## config.mk

```make
export PLATFORM = sky130hd
export DESIGN_NAME = ysyx_22041207_mul_issue
export DESIGN_NICKNAME = d
export VERILOG_FILES = /design/src/rtl/ysyx_22041207_mul_issue_pkg.sv /design/src/rtl/ysyx_22041207_mul_fixup.sv /design/src/rtl/ysyx_22041207_mul_issue.sv
export SDC_FILE = /design/constraint.sdc
export NUM_CORES = 1
export LEC_CHECK = 0
export BUFFER_PORTS_ARGS = -buffer_cell sky130_fd_sc_hd__buf_4
export CORE_ASPECT_RATIO = 1.75
export CORE_MARGIN = 1
export CORE_UTILIZATION = 30
export DETAILED_ROUTE_END_ITERATION = 7
export GPL_TIMING_DRIVEN = 0
export PLACE_DENSITY_LB_ADDON = 0.15
export SYNTH_ARGS = -nofsm -noshare
export SYNTH_HDL_FRONTEND = slang
export SYNTH_HIERARCHICAL = 1
export SYNTH_SLANG_ARGS = --single-unit
```

## constraint.sdc

```tcl
create_clock -name clk -period 4.1 [get_ports clk]
set_clock_uncertainty 0.2 [all_clocks]
set_input_delay 0.41 -clock clk [delete_from_list [all_inputs] [get_ports clk]]
set_output_delay 0.41 -clock clk [all_outputs]
set_load 0.01 [all_outputs]
```

## src/rtl/ysyx_22041207_mul_issue_pkg.sv

```systemverilog
// Shared definitions for the multiply issue unit: op encodings, FSM states
// and default widths.
package ysyx_22041207_mul_issue_pkg;

   localparam int XLEN_DEF = 64;
   localparam int TAGW_DEF = 5;

   localparam logic [2:0] OP_MUL    = 3'd0;
   localparam logic [2:0] OP_MULH   = 3'd1;
   localparam logic [2:0] OP_MULHSU = 3'd2;
   localparam logic [2:0] OP_MULHU  = 3'd3;
   localparam logic [2:0] OP_MULW   = 3'd4;

   typedef enum logic [2:0] {
      S_IDLE  = 3'd0,
      S_ISSUE = 3'd1,
      S_WAIT  = 3'd2,
      S_FIX   = 3'd3,
      S_OUT   = 3'd4
   } state_t;

endpackage

```

## src/rtl/ysyx_22041207_mul_fixup.sv

```systemverilog
// Sign fix-up and result selection for the 2*XLEN unsigned product.
// The product is computed from operand magnitudes, so a negative result is
// recovered by negating the full-width product before picking a half.
module ysyx_22041207_mul_fixup
   import ysyx_22041207_mul_issue_pkg::*;
#(
   parameter int XLEN = XLEN_DEF
) (
   input  logic [2*XLEN-1:0] prod,
   input  logic              neg,
   input  logic [2:0]        op,
   output logic [XLEN-1:0]   res
);

   logic [2*XLEN-1:0] p;

   assign p = neg ? -prod : prod;

   // Pick the half (or sign-extended word) the op asks for
   always_comb begin
      res = p[XLEN-1:0];
      case (op)
         OP_MULH, OP_MULHSU, OP_MULHU: res = p[2*XLEN-1:XLEN];
         OP_MULW:                      res = {{(XLEN-32){p[31]}}, p[31:0]};
         default:                      ;
      endcase
   end

endmodule

```

## src/rtl/ysyx_22041207_mul_issue.sv

```systemverilog
// Execute-stage front end for the iterative multiplier: decode, operand
// magnitude conversion, job issue, product capture, fix-up and writeback.
// Optional macro YSYX_22041207_MUL_ZERO_BYPASS_EN: a zero effective operand
// skips the multiplier and goes straight to OUT with a zero result.
module ysyx_22041207_mul_issue
   import ysyx_22041207_mul_issue_pkg::*;
#(
   parameter int XLEN = XLEN_DEF,
   parameter int TAGW = TAGW_DEF
) (
   input  logic            clk,
   input  logic            rst,
   input  logic            flush,
   input  logic            req_valid,
   output logic            req_ready,
   input  logic [2:0]      req_op,
   input  logic [XLEN-1:0] req_src1,
   input  logic [XLEN-1:0] req_src2,
   input  logic [TAGW-1:0] req_rd,
   output logic            wb_valid,
   input  logic            wb_ready,
   output logic [XLEN-1:0] wb_data,
   output logic [TAGW-1:0] wb_rd,
   output logic            busy,
   output logic            mul_valid,
   output logic            mul_flush,
   output logic [XLEN-1:0] mul_multiplicand,
   output logic [XLEN-1:0] mul_multiplier,
   input  logic            mul_ready,
   input  logic            mul_out_valid,
   input  logic [XLEN-1:0] mul_res_hi,
   input  logic [XLEN-1:0] mul_res_lo
);

   state_t state_q, state_d;

   logic [2:0]        op_q;
   logic [TAGW-1:0]   rd_q;
   logic              neg_q;
   logic [XLEN-1:0]   mcand_q, mplier_q;
   logic [2*XLEN-1:0] prod_q;
   logic [XLEN-1:0]   wb_data_q;
   logic [TAGW-1:0]   wb_rd_q;

   logic [2:0]      op_n;
   logic            sgn1, sgn2, neg_d;
   logic [XLEN-1:0] opa_eff, opb_eff, mag1, mag2;
   logic            accept, bypass_hit;
   logic [XLEN-1:0] fix_res;

   // Ops 5-7 are reserved and behave as MUL
   assign op_n = (req_op > OP_MULW) ? OP_MUL : req_op;

   // MULW works on zero-extended low words and is never negated
   assign opa_eff = (op_n == OP_MULW) ? {{(XLEN-32){1'b0}}, req_src1[31:0]} : req_src1;
   assign opb_eff = (op_n == OP_MULW) ? {{(XLEN-32){1'b0}}, req_src2[31:0]} : req_src2;

   assign sgn1 = (op_n == OP_MUL || op_n == OP_MULH || op_n == OP_MULHSU) && req_src1[XLEN-1];
   assign sgn2 = (op_n == OP_MUL || op_n == OP_MULH) && req_src2[XLEN-1];
   assign neg_d = sgn1 ^ sgn2;

   // The most negative value negates to itself, which is its correct magnitude
   assign mag1 = sgn1 ? -opa_eff : opa_eff;
   assign mag2 = sgn2 ? -opb_eff : opb_eff;

   assign accept = (state_q == S_IDLE) && req_valid && !flush;

`ifdef YSYX_22041207_MUL_ZERO_BYPASS_EN
   assign bypass_hit = (opa_eff == '0) || (opb_eff == '0);
`else
   assign bypass_hit = 1'b0;
`endif

   ysyx_22041207_mul_fixup #(.XLEN(XLEN)) u_fixup (
      .prod (prod_q),
      .neg  (neg_q),
      .op   (op_q),
      .res  (fix_res)
   );

   // State register
   always_ff @(posedge clk) begin
      if (rst) state_q <= S_IDLE;
      else     state_q <= state_d;
   end

   // Next-state logic; flush outranks every other event
   always_comb begin
      state_d = state_q;
      case (state_q)
         S_IDLE:  if (accept) state_d = bypass_hit ? S_OUT : S_ISSUE;
         S_ISSUE: if (flush) state_d = S_IDLE; else if (mul_ready) state_d = S_WAIT;
         S_WAIT:  if (flush) state_d = S_IDLE; else if (mul_out_valid) state_d = S_FIX;
         S_FIX:   state_d = flush ? S_IDLE : S_OUT;
         S_OUT:   if (flush || wb_ready) state_d = S_IDLE;
         default: state_d = S_IDLE;
      endcase
   end

   // Handshake outputs decoded from the current state
   always_comb begin
      req_ready = (state_q == S_IDLE);
      wb_valid  = (state_q == S_OUT);
      busy      = (state_q != S_IDLE);
      mul_valid = (state_q == S_ISSUE) && !flush && !rst;
      mul_flush = (state_q == S_ISSUE || state_q == S_WAIT) && flush && !rst;
   end

   // Datapath registers: operands on accept, product in WAIT, result in FIX
   always_ff @(posedge clk) begin
      if (rst) begin
         op_q      <= OP_MUL;
         rd_q      <= '0;
         neg_q     <= 1'b0;
         mcand_q   <= '0;
         mplier_q  <= '0;
         prod_q    <= '0;
         wb_data_q <= '0;
         wb_rd_q   <= '0;
      end else begin
         case (state_q)
            S_IDLE: if (accept) begin
               op_q     <= op_n;
               rd_q     <= req_rd;
               neg_q    <= neg_d;
               mcand_q  <= mag1;
               mplier_q <= mag2;
               if (bypass_hit) begin
                  wb_data_q <= '0;
                  wb_rd_q   <= req_rd;
               end
            end
            S_WAIT: if (!flush && mul_out_valid) prod_q <= {mul_res_hi, mul_res_lo};
            S_FIX: if (!flush) begin
               wb_data_q <= fix_res;
               wb_rd_q   <= rd_q;
            end
            default: ;
         endcase
      end
   end

   assign mul_multiplicand = mcand_q;
   assign mul_multiplier   = mplier_q;
   assign wb_data          = wb_data_q;
   assign wb_rd            = wb_rd_q;

endmodule
```

==> results.yml, run 1 <==
setup_path:
  critPathArrivalTime_ns: 4.37
  worst_path_max_delay_cell: "nor4_4"
  endpoint_kind: "register"
  path_cells: "nor4_4 > nand3_2 > nor4_4 > or3_1 > a21o_1 > buf_2 > buf_2 > o2111ai_1 > nand2_1 > a21oi_1"
  path_max_fanout: 10
  crit_type: "register to register"
  cp-start-kind: "register"
  cpPeakStageDelay_ns: 0.66
  cp.required_ns: 4.38
yosys:
  avgSynthCellArea_um2: 7.160
  yosysSeqAreaShare_pct: 33.77
  synth_seq_cells: 337
  synthTopCellsByCount: "nand2_1, dfxtp_1, a21oi_1, nor2_1, clkbuf_1"
  syn_nets: 3064
  synth_top_cells_by_area: "dfxtp_1, nand2_1, a21oi_1"
  synth_flop_cell: "dfxtp_1"
  syn-cell-area_um2: 19980
  synth_top_area_share_pct: 33.77
  synthCells: 2790
  yosys_warnings: 6
  synth.most_common_cell: "nand2_1"
  synthArstFlopShare_pct: 0
  synth_edf_count: 0
  ys_types: 86
  yosys.area.top_type: "dfxtp_1"
sta:
  fmax_mhz: 244.3
  period_share_pct: 99.84
  slew_violations: 0
  setup_viol: 0
  relSlewSlack_pct: 2.408
  period_minus_slack_ns: 4.093
  rsz0062_at_grt: "true"
  hold-worst-slack_ns: 0.02303
  hold_viol: 0
  worst_pin_slew_ns: 1.464
placement:
  dp_cells: 4140
  place_congestion: 1.061
  place_area_um2: 24610
  portBuffers: 467
  post-dp-hpwl_mm: 93.70
floorplanning:
  initial_core_util_pct: 30.44
  die_area_um2: 67660
  row_count: 124
  die_w_um: 197.1
  ioPinCount: 473
  die_h_um: 343.4
  fp.coreArea_um2: 65630
routing:
  viasPerCell: 5.557
  first_iter_violations: 1752
  drtAntennaViolNets: 0
  drt_wl_total_mm: 119.8
  via_count: 24780
  drc_errors: 0
  drt-wirelength-per-cell_um: 26.86
  drt_first_pass_iters: 6
cts:
  cts_inserted_buffers: 37
  cts.sinks: 337
  htree_levels: 2
  root_buffer: "clkbuf_16"
  cts_buffer_depth: 3
  cts_tree: "done"
  clock_latency_ns: 0.62
  clk_pin_slew_worst_paths_ns: 0.06
cells_and_area:
  nets: 3815
  fillers: 6995
  instances_no_fill: 4460
  area_growth_pct: 42.74
  drive_gt1_share_pct: 17.88
  fin_area_um2: 28510
  fin_util_pct: 43.45
pwr:
  vdd_drop_max_mv: 0.2977
  power_per_cell_area_nw_per_um2: 321.3
  power_mw: 9.161
  leakage_nw: 11.24
global_route:
  grt_pass1_vias: 24950
  grt_max_degree: 14
  track_usage_pct: 34.66
  grt_pass1_wl_mm: 169.4
  overflow: 0
  antenna_found_initial: 7
run_status:
  status: "complete, no violations"
flow_run:
  drv_cap: 0
min_path:
  holdCritPathClass: "input port to register"
==> worst max-delay path, delay by kind of cell (launching register included) <==
family	cells	cell delay, ns
DFF	1	0.37
AOI/OAI and AO/OA	3	0.68
buffers and inverters	2	0.82
and+or+nand+nor	5	1.88
==> power by group <==
| part | leakage (nW) | total [mW] | switching, mW | internal, mW |
|---|---|---|---|---|
| clock network | 0.603 | 3.57 | 1.57 | 2.00 |
| registers | 2.73 | 3.46 | 0.0827 | 3.37 |
| logic | 7.90 | 2.14 | 1.31 | 0.825 |
| total | 11.2 | 9.16 | 2.96 | 6.20 |
==> worst paths after layout <==
| kind | startpoint | to | slack, ns | cells after the start |
|---|---|---|---|---|
| worst max-delay path | prod_q[4] | wb_data[62] | 0.007 | 10 |
| worst min-delay path | req_src1[28] | mul_multiplicand[28] | 0.02 | 3 |
| worst max register to register | prod_q[4] | wb_data[62] | 0.007 | 10 |
| worst min register to register | rd_q[4] | wb_rd[4] | 0.24 | 2 |
==> cell type report <==
| cell class | count | area (µm²) | share of cell area (%) |
|---|---|---|---|
| multi-input cells | 2248 | 12690 | 44.49 |
| diodes | 9 | 22.52 | 0.07899 |
| inverters | 17 | 63.81 | 0.2238 |
| flip-flops and latches | 337 | 6746 | 23.66 |
| plain buffers | 188 | 730.7 | 2.563 |
| clock buffers | 54 | 1060 | 3.717 |
| clock inverters | 13 | 172.7 | 0.6056 |
| well taps | 882 | 1104 | 3.870 |
| repair buffers | 712 | 5928 | 20.79 |
==> per-layer routing <==
layer / vias up / wire, µm / GRT usage, %
met5: - / 12 / 0
met4: 2 / 10370 / 26.08
met3: 427 / 8499 / 7.569
met2: 1249 / 60490 / 63.48
met1: 11580 / 40440 / 33.86
li1: 11520 / - / -
==> flip-flops by register name, indices dropped and copies added, names as in the netlist <==
signal,flops
mul_multiplicand,64
mul_multiplier,64
neg_q,1
op_q,3
prod_q,128
rd_q,5
state_q,3
wb_data,64
wb_rd,5
==> kinds of logic after synthesis <==
kind of cell             synth area share [%]
AND/OR/NAND/NOR                         32.18
AO/OA/AOI/OAI                           22.26
multiplexers                            1.021
adder cells (fa/ha/maj)                0.1879
flip-flops                              33.77
buffers and inverters                   3.952
XOR/XNOR                                6.621
==> layout by cell type, fill, tap and decap left out, types with 20 or more instances in the layout <==
| cell type | n |
|---|---|
| clkbuf_16 | 37 |
| or3_1 | 31 |
| a31oi_1 | 25 |
| dlygate4sd3_1 | 233 |
| xor2_1 | 103 |
| o31ai_1 | 32 |
| a21oi_1 | 309 |
| o41ai_1 | 20 |
| nand2_1 | 674 |
| buf_4 | 479 |
| xnor2_1 | 48 |
| nor2_1 | 234 |
| or4_1 | 28 |
| dfxtp_1 | 337 |
| nor3_1 | 100 |
| nand4_1 | 39 |
| nand3_1 | 60 |
| clkbuf_1 | 173 |
| o21ai_1 | 37 |
| nor4_1 | 58 |
| a211oi_1 | 62 |
| o21ai_0 | 77 |
==> metrics by stage <==
| step | TNS, ns | setup slack, ns |
|---|---|---|
| detailed placement | -24.02 | -1.330 |
| global placement | -27.58 | -1.451 |
| CTS | 0 | 0.01270 |
| floorplan | 0 | 1.148 |
| finish | 0 | 0.006740 |
| global route | -0.07548 | -0.05057 |
==> timing repair <==
action                                  CTS  global route
buffers inserted                          6             5
hold buffers                            233             0
pin swaps                                 4             3
gates resized for setup                  28            13
endpoints found under the setup margin   44            32
cloned                                    0             0
hold endpoints to repair                230             0
Power figures use the tool's default switching activity.
==> inputs of run 2 (changes only) <==
--- a/config.mk
+++ b/config.mk
@@ -6,7 +6,7 @@
 export NUM_CORES = 1
 export LEC_CHECK = 0
 export BUFFER_PORTS_ARGS = -buffer_cell sky130_fd_sc_hd__buf_4
-export CORE_ASPECT_RATIO = 1.75
+export CAP_MARGIN = 0
 export CORE_MARGIN = 1
 export CORE_UTILIZATION = 30
 export DETAILED_ROUTE_END_ITERATION = 7
==> run 2 against run 1 <==
Design area about the same. Register-to-register slack improved by 0.04 ns. Sequential cell count is the same. Via count decreased by 0.68%. Utilization is 0.15 points lower. Setup slack improved by 0.038 ns. Die area is essentially flat. Hold slack lost 0.0034 ns. Cell count decreased by 0.34%. Sequential power about the same.
==> results.yml, run 2 (synthesized netlist as in run 1, its figures left out) <==
run_status:
  status: "complete, no violations"
global_route:
  track_usage_pct: 30.00
  overflow: 0
  antenna_found_initial: 6
  grt_pass1_vias: 23760
  grt_max_degree: 13
  grt_pass1_wl_mm: 152.3
floorplanning:
  fp.coreArea_um2: 65860
  die_h_um: 260.0
  ioPinCount: 473
  row_count: 94
  die_w_um: 260.0
  initial_core_util_pct: 30.33
  die_area_um2: 67620
sta:
  hold_viol: 0
  fmax_mhz: 246.6
  finalSetupTns_ns: 0
  relSlewSlack_pct: 17.53
  setup_viol: 0
  period_share_pct: 98.90
  period_minus_slack_ns: 4.055
  slew_violations: 0
  worst_pin_slew_ns: 1.237
  rsz0062_at_grt: "false"
  hold-worst-slack_ns: 0.01964
cells_and_area:
  final-seq-area_um2: 6746
  nets: 3824
  drive_gt1_share_pct: 17.37
  fillers: 7037
  regMostFlops: "prod_q"
  instances_no_fill: 4445
  final_common_cell: "nand2_1"
  fin_util_pct: 43.29
  fin_area_um2: 28510
  largest_reg_flops: 128
  final_cell_mix: "nand2_1, buf_4, dfxtp_1, a21oi_1, dlygate4sd3_1"
  multi_input_area_um2: 12560
  area_growth_pct: 42.75
pwr:
  sw_frac_of_total_pct: 30.81
  p_clk_share_pct: 40.3
  p_int_mw: 6.322
  seqPwrFrac_pct: 37.8
  combinationalPowerShare_pct: 22.0
  power_per_cell_area_nw_per_um2: 320.5
  p_sw_mw: 2.815
  vdd_drop_max_mv: 0.2485
  leakage_nw: 11.22
cts:
  cts_tree: "done"
  clk_pin_slew_worst_paths_ns: 0.06
  htree_levels: 2
  root_buffer: "clkbuf_16"
  cts.sinks: 337
  clock_latency_ns: 0.60
  cts_buffer_depth: 3
  cts_inserted_buffers: 41
setup_path:
  worst_path_max_delay_cell: "nor4_4"
  startpoint: "prod_q[1]"
  cp.required_ns: 4.40
  cpLargestDelayFamily: "simple AND/OR/NAND/NOR gates"
  worst-path-stages: 11
  cp-start-kind: "register"
  path_max_fanout: 9
  ff2ff_setup_slack_ns: 0.05
  cp-endpoint: "wb_data[26]"
  r2r_end: "wb_data[26]"
  r2r_cells: 11
  path_cells: "inv_1 > ha_1 > nor3b_4 > nand3_2 > nor4_4 > nand4_1 > nor4b_1 > o22ai_1 > a221oi_1 > nand2_1 > a21oi_1"
  critPathArrivalTime_ns: 4.36
  timing.rr.start: "prod_q[1]"
  endpoint_kind: "register"
  crit_buf_inv: 1
  cpPeakStageDelay_ns: 0.65
  crit_type: "register to register"
placement:
  place_congestion: 1.007
  dp_cells: 4121
  place_area_um2: 24560
  portBuffers: 467
  post-dp-hpwl_mm: 80.69
routing:
  viasPerCell: 5.538
  drc_errors: 0
  drt-wirelength-per-cell_um: 23.78
  drt_wl_total_mm: 105.7
  via_count: 24620
  first_iter_violations: 2091
  drt_first_pass_iters: 7
  drtAntennaViolNets: 0
flow_run:
  drv_cap: 0
min_path:
  holdCritPathClass: "input port to register"
[run 2: changes by cell type in the layout (fill, tap and decap cells not counted), sizes merged]
cell         previous run  this run
clkinvlp                1         4
diode                   9         1
bufinv                  3         2
dlygate4sd3           233       244
clkbuf                220       224
buf                   501       495
[run 2: layout make-up]
class	instances	area share, %
Sequential cell	337	23.66
Inverter	17	0.2238
Clock inverter	15	0.5792
Multi-Input combinational cell	2248	44.06
Tap cell	864	3.791
Timing Repair Buffer	717	21.02
Buffer	188	2.549
Clock buffer	58	4.107
Antenna cell	1	0.008776
[run 2: tightest hold or removal path, cell delays in order]
cell     delay (ns)
buf_4          0.13
nand2_1        0.07
xor2_1         0.07
o21ai_1        0.10
[run 2: timing repair]
item	in CTS	in global routing
setup buffers	3	3
hold buffers	244	0
gates cloned	0	0
hold endpoints to repair	238	0
pin swaps	3	3
resized for setup	9	14
setup endpoints to repair	28	20
[run 2: stage by stage]
step	total power, mW	setup slack, ns
3_3_place_gp	5.259	-0.5702
2_1_floorplan	4.360	1.148
3_5_place_dp	5.249	-0.5225
6_report	9.138	0.04511
5_1_grt	9.460	0.01099
4_1_cts	9.165	0.007247
[run 2: worst min path at each step]
stage	start	end	cells past startpoint	slack, ns
finish	req_src1[33]	mul_multiplicand[33]	4	0.02
global route	req_src2[59]	mul_multiplier[59]	3	0.03
CTS	req_src1[33]	mul_multiplicand[33]	4	0.0004
detailed placement	mul_multiplier[43]	mul_multiplier[43]	2	0.24
global placement	op_q[0]	op_q[0]	2	0.24
floorplan	rd_q[0]	wb_rd[0]	2	0.23
[run 2: per-layer routing]
layer,GRT usage (%),share of wire [%],up-vias
li1,-,-,11550
met1,34.89,39,11590
met2,52.34,49,1170
met3,6.754,8.1,293
met4,13.09,4.6,10
met5,0,0.056,-
[run 2: power groups by stage]
stage	Combinational [mW]	Clock (mW)	Sequential (mW)
3_5_place_dp	1.73	0	3.52
4_1_cts	1.94	3.77	3.45
6_report	2.01	3.68	3.45
5_1_grt	2.11	3.89	3.46
2_1_floorplan	0.819	0	3.54
3_3_place_gp	1.74	0	3.52
==> inputs of run 3 (changes only) <==
--- a/config.mk
+++ b/config.mk
@@ -7,11 +7,10 @@
 export LEC_CHECK = 0
 export BUFFER_PORTS_ARGS = -buffer_cell sky130_fd_sc_hd__buf_4
 export CAP_MARGIN = 0
-export CORE_MARGIN = 1
 export CORE_UTILIZATION = 30
 export DETAILED_ROUTE_END_ITERATION = 7
 export GPL_TIMING_DRIVEN = 0
-export PLACE_DENSITY_LB_ADDON = 0.15
+export PLACE_DENSITY = 0.48
 export SYNTH_ARGS = -nofsm -noshare
 export SYNTH_HDL_FRONTEND = slang
 export SYNTH_HIERARCHICAL = 1
==> run 3 against run 2 <==
Utilization down 0.20 points. Largest power group unchanged. Hold slack improved by 0.011 ns. Via count grew 0.29%. Sequential cell count did not move. Sequential share of layout area rose by 0.11 points. Largest cell class unchanged. Highest routed layer unchanged. Fmax barely moved. Combinational power is 2% higher. Non-clock buffer count decreased by 8.
==> results.yml, run 3 (synthesized netlist as in run 1, its figures left out) <==
floorplanning:
  die_area_um2: 67620
  row_count: 94
  initial_core_util_pct: 30.33
  fp.coreArea_um2: 65860
  ioPinCount: 473
  die_w_um: 260.0
  die_h_um: 260.0
setup_path:
  cp-start-kind: "register"
  path_max_fanout: 5
  ff2ff_setup_slack_ns: 0.04
  worst_path_max_delay_cell: "nor4_1"
  r2r_end: "wb_data[63]"
  r2r_cells: 8
  path_cells: "or4_1 > nor4_1 > nand4_1 > nor4b_1 > o31ai_1 > or4_1 > nand2_1 > a21oi_1"
  cp.required_ns: 4.36
  cpPeakStageDelay_ns: 0.96
  cpLargestDelayFamily: "simple AND/OR/NAND/NOR gates"
  endpoint_kind: "register"
  crit_buf_inv: 0
  crit_type: "register to register"
  cpMostUsedCell: "or4_1"
  timing.rr.start: "prod_q[104]"
  critPathArrivalTime_ns: 4.31
sta:
  hold_viol: 0
  finalWorstSetupSlack_ns: 0.04461
  rsz0062_at_grt: "true"
  relSlewSlack_pct: 13.14
  setup_viol: 0
  fmax_mhz: 246.6
  period_share_pct: 98.91
  slew_violations: 0
  hold-worst-slack_ns: 0.03068
  worst_pin_slew_ns: 1.291
  period_minus_slack_ns: 4.055
cells_and_area:
  drive_gt1_share_pct: 17.44
  final_cell_mix: "nand2_1, buf_4, dfxtp_1, a21oi_1"
  fin_area_um2: 28380
  fillers: 6839
  nets: 3816
  largest_reg_flops: 128
  instances_no_fill: 4441
  regMostFlops: "prod_q"
  area_growth_pct: 42.09
  final-seq-area_um2: 6746
  multi_input_area_um2: 12580
  final_common_cell: "nand2_1"
routing:
  viasPerCell: 5.559
  drc_errors: 0
  drt-wirelength-per-cell_um: 24.89
  drt_wl_total_mm: 110.5
  drt_first_pass_iters: 8
  first_iter_violations: 1956
  drtAntennaViolNets: 0
  via_count: 24690
global_route:
  grt_max_degree: 13
  grt_pass1_vias: 24280
  antenna_found_initial: 12
  grt_pass1_wl_mm: 158.1
  overflow: 0
  track_usage_pct: 31.47
placement:
  place_congestion: 1.015
  dp_cells: 4121
  portBuffers: 467
  place_area_um2: 24560
  pre_cts_slack_ns: -0.7320
  post-dp-hpwl_mm: 85.98
cts:
  cts_buffer_depth: 3
  cts_tree: "done"
  cts_inserted_buffers: 41
  clk_pin_slew_worst_paths_ns: 0.06
  root_buffer: "clkbuf_16"
  clock_latency_ns: 0.59
  htree_levels: 2
  cts.sinks: 337
flow_run:
  drv_cap: 0
run_status:
  status: "complete, no violations"
pwr:
  leakage_nw: 11.17
  vdd_drop_max_mv: 0.2772
  power_per_cell_area_nw_per_um2: 316.7
  power_mw: 8.989
min_path:
  holdCritPathClass: "input port to register"
  hold_end: "mul_multiplier[32]"
  min_from: "req_src2[32]"
  hold_depth: 3
-- run 3: cell count changes in the layout (fill, tap and decap cells not counted), sizes merged --
| cell | change |
|---|---|
| clkdlybuf4s15 | +2 |
| bufinv | -2 |
| clkinvlp | -2 |
| clkbuf | +4 |
| dlygate4sd3 | -10 |
| diode | +3 |
| clkinv | +1 |
-- run 3: worst register-to-register path: cells and delay by family (launching register included) --
family | cells | cell delay, ns
and+or+nand+nor | 6 | 3.13
DFF | 1 | 0.43
AOI/OAI and AO/OA | 2 | 0.18
-- run 3: final cells by class --
cell class	count	area share [%]
Tap cell	864	3.809
Clock buffer	62	4.104
Inverter	17	0.2248
Sequential cell	337	23.77
Antenna cell	4	0.03527
Multi-Input combinational cell	2248	44.31
Clock inverter	12	0.3218
Buffer	188	2.614
Timing Repair Buffer	709	20.82
-- run 3: per-stage QoR --
step | setup TNS (ns) | util (%)
after floorplan | 0 | -
after global placement | -14.11 | 37.29
after detailed placement | -13.57 | 37.29
after CTS | 0 | 42.94
after global routing | -0.05494 | 43.09
final | 0 | 43.09
-- run 3: worst max path at each step --
stage                      from          end  slack [ns]  cells after the start
CTS                  prod_q[68]  wb_data[56]        0.01                      9
global placement      prod_q[1]  wb_data[36]       -0.75                     11
finish              prod_q[104]  wb_data[63]        0.04                      8
floorplan            prod_q[55]  wb_data[51]        1.15                     10
global route          prod_q[1]  wb_data[26]       -0.02                     11
detailed placement    prod_q[1]  wb_data[20]       -0.73                     11
-- run 3: routing by layer --
metal	global-route usage (%)	vias up	wire (µm)
met3	7.661	238	8504
met4	12.81	14	4836
met1	36.03	11810	43100
li1	-	11540	-
met5	0	-	73
met2	55.60	1079	54000
-- run 3: timing repair --
action	4_1_cts	5_1_grt
endpoints found under the hold margin	229	0
gates resized for setup	16	14
pin swaps	4	1
buffers inserted	5	3
endpoints found under the setup margin	36	20
hold buffers	234	0
-- run 3: power breakdown --
group	switching [mW]	internal [mW]	total, mW
Combinational	1.23	0.817	2.05
Sequential	0.0795	3.38	3.46
Clock	1.52	1.97	3.48
Total	2.83	6.16	8.99
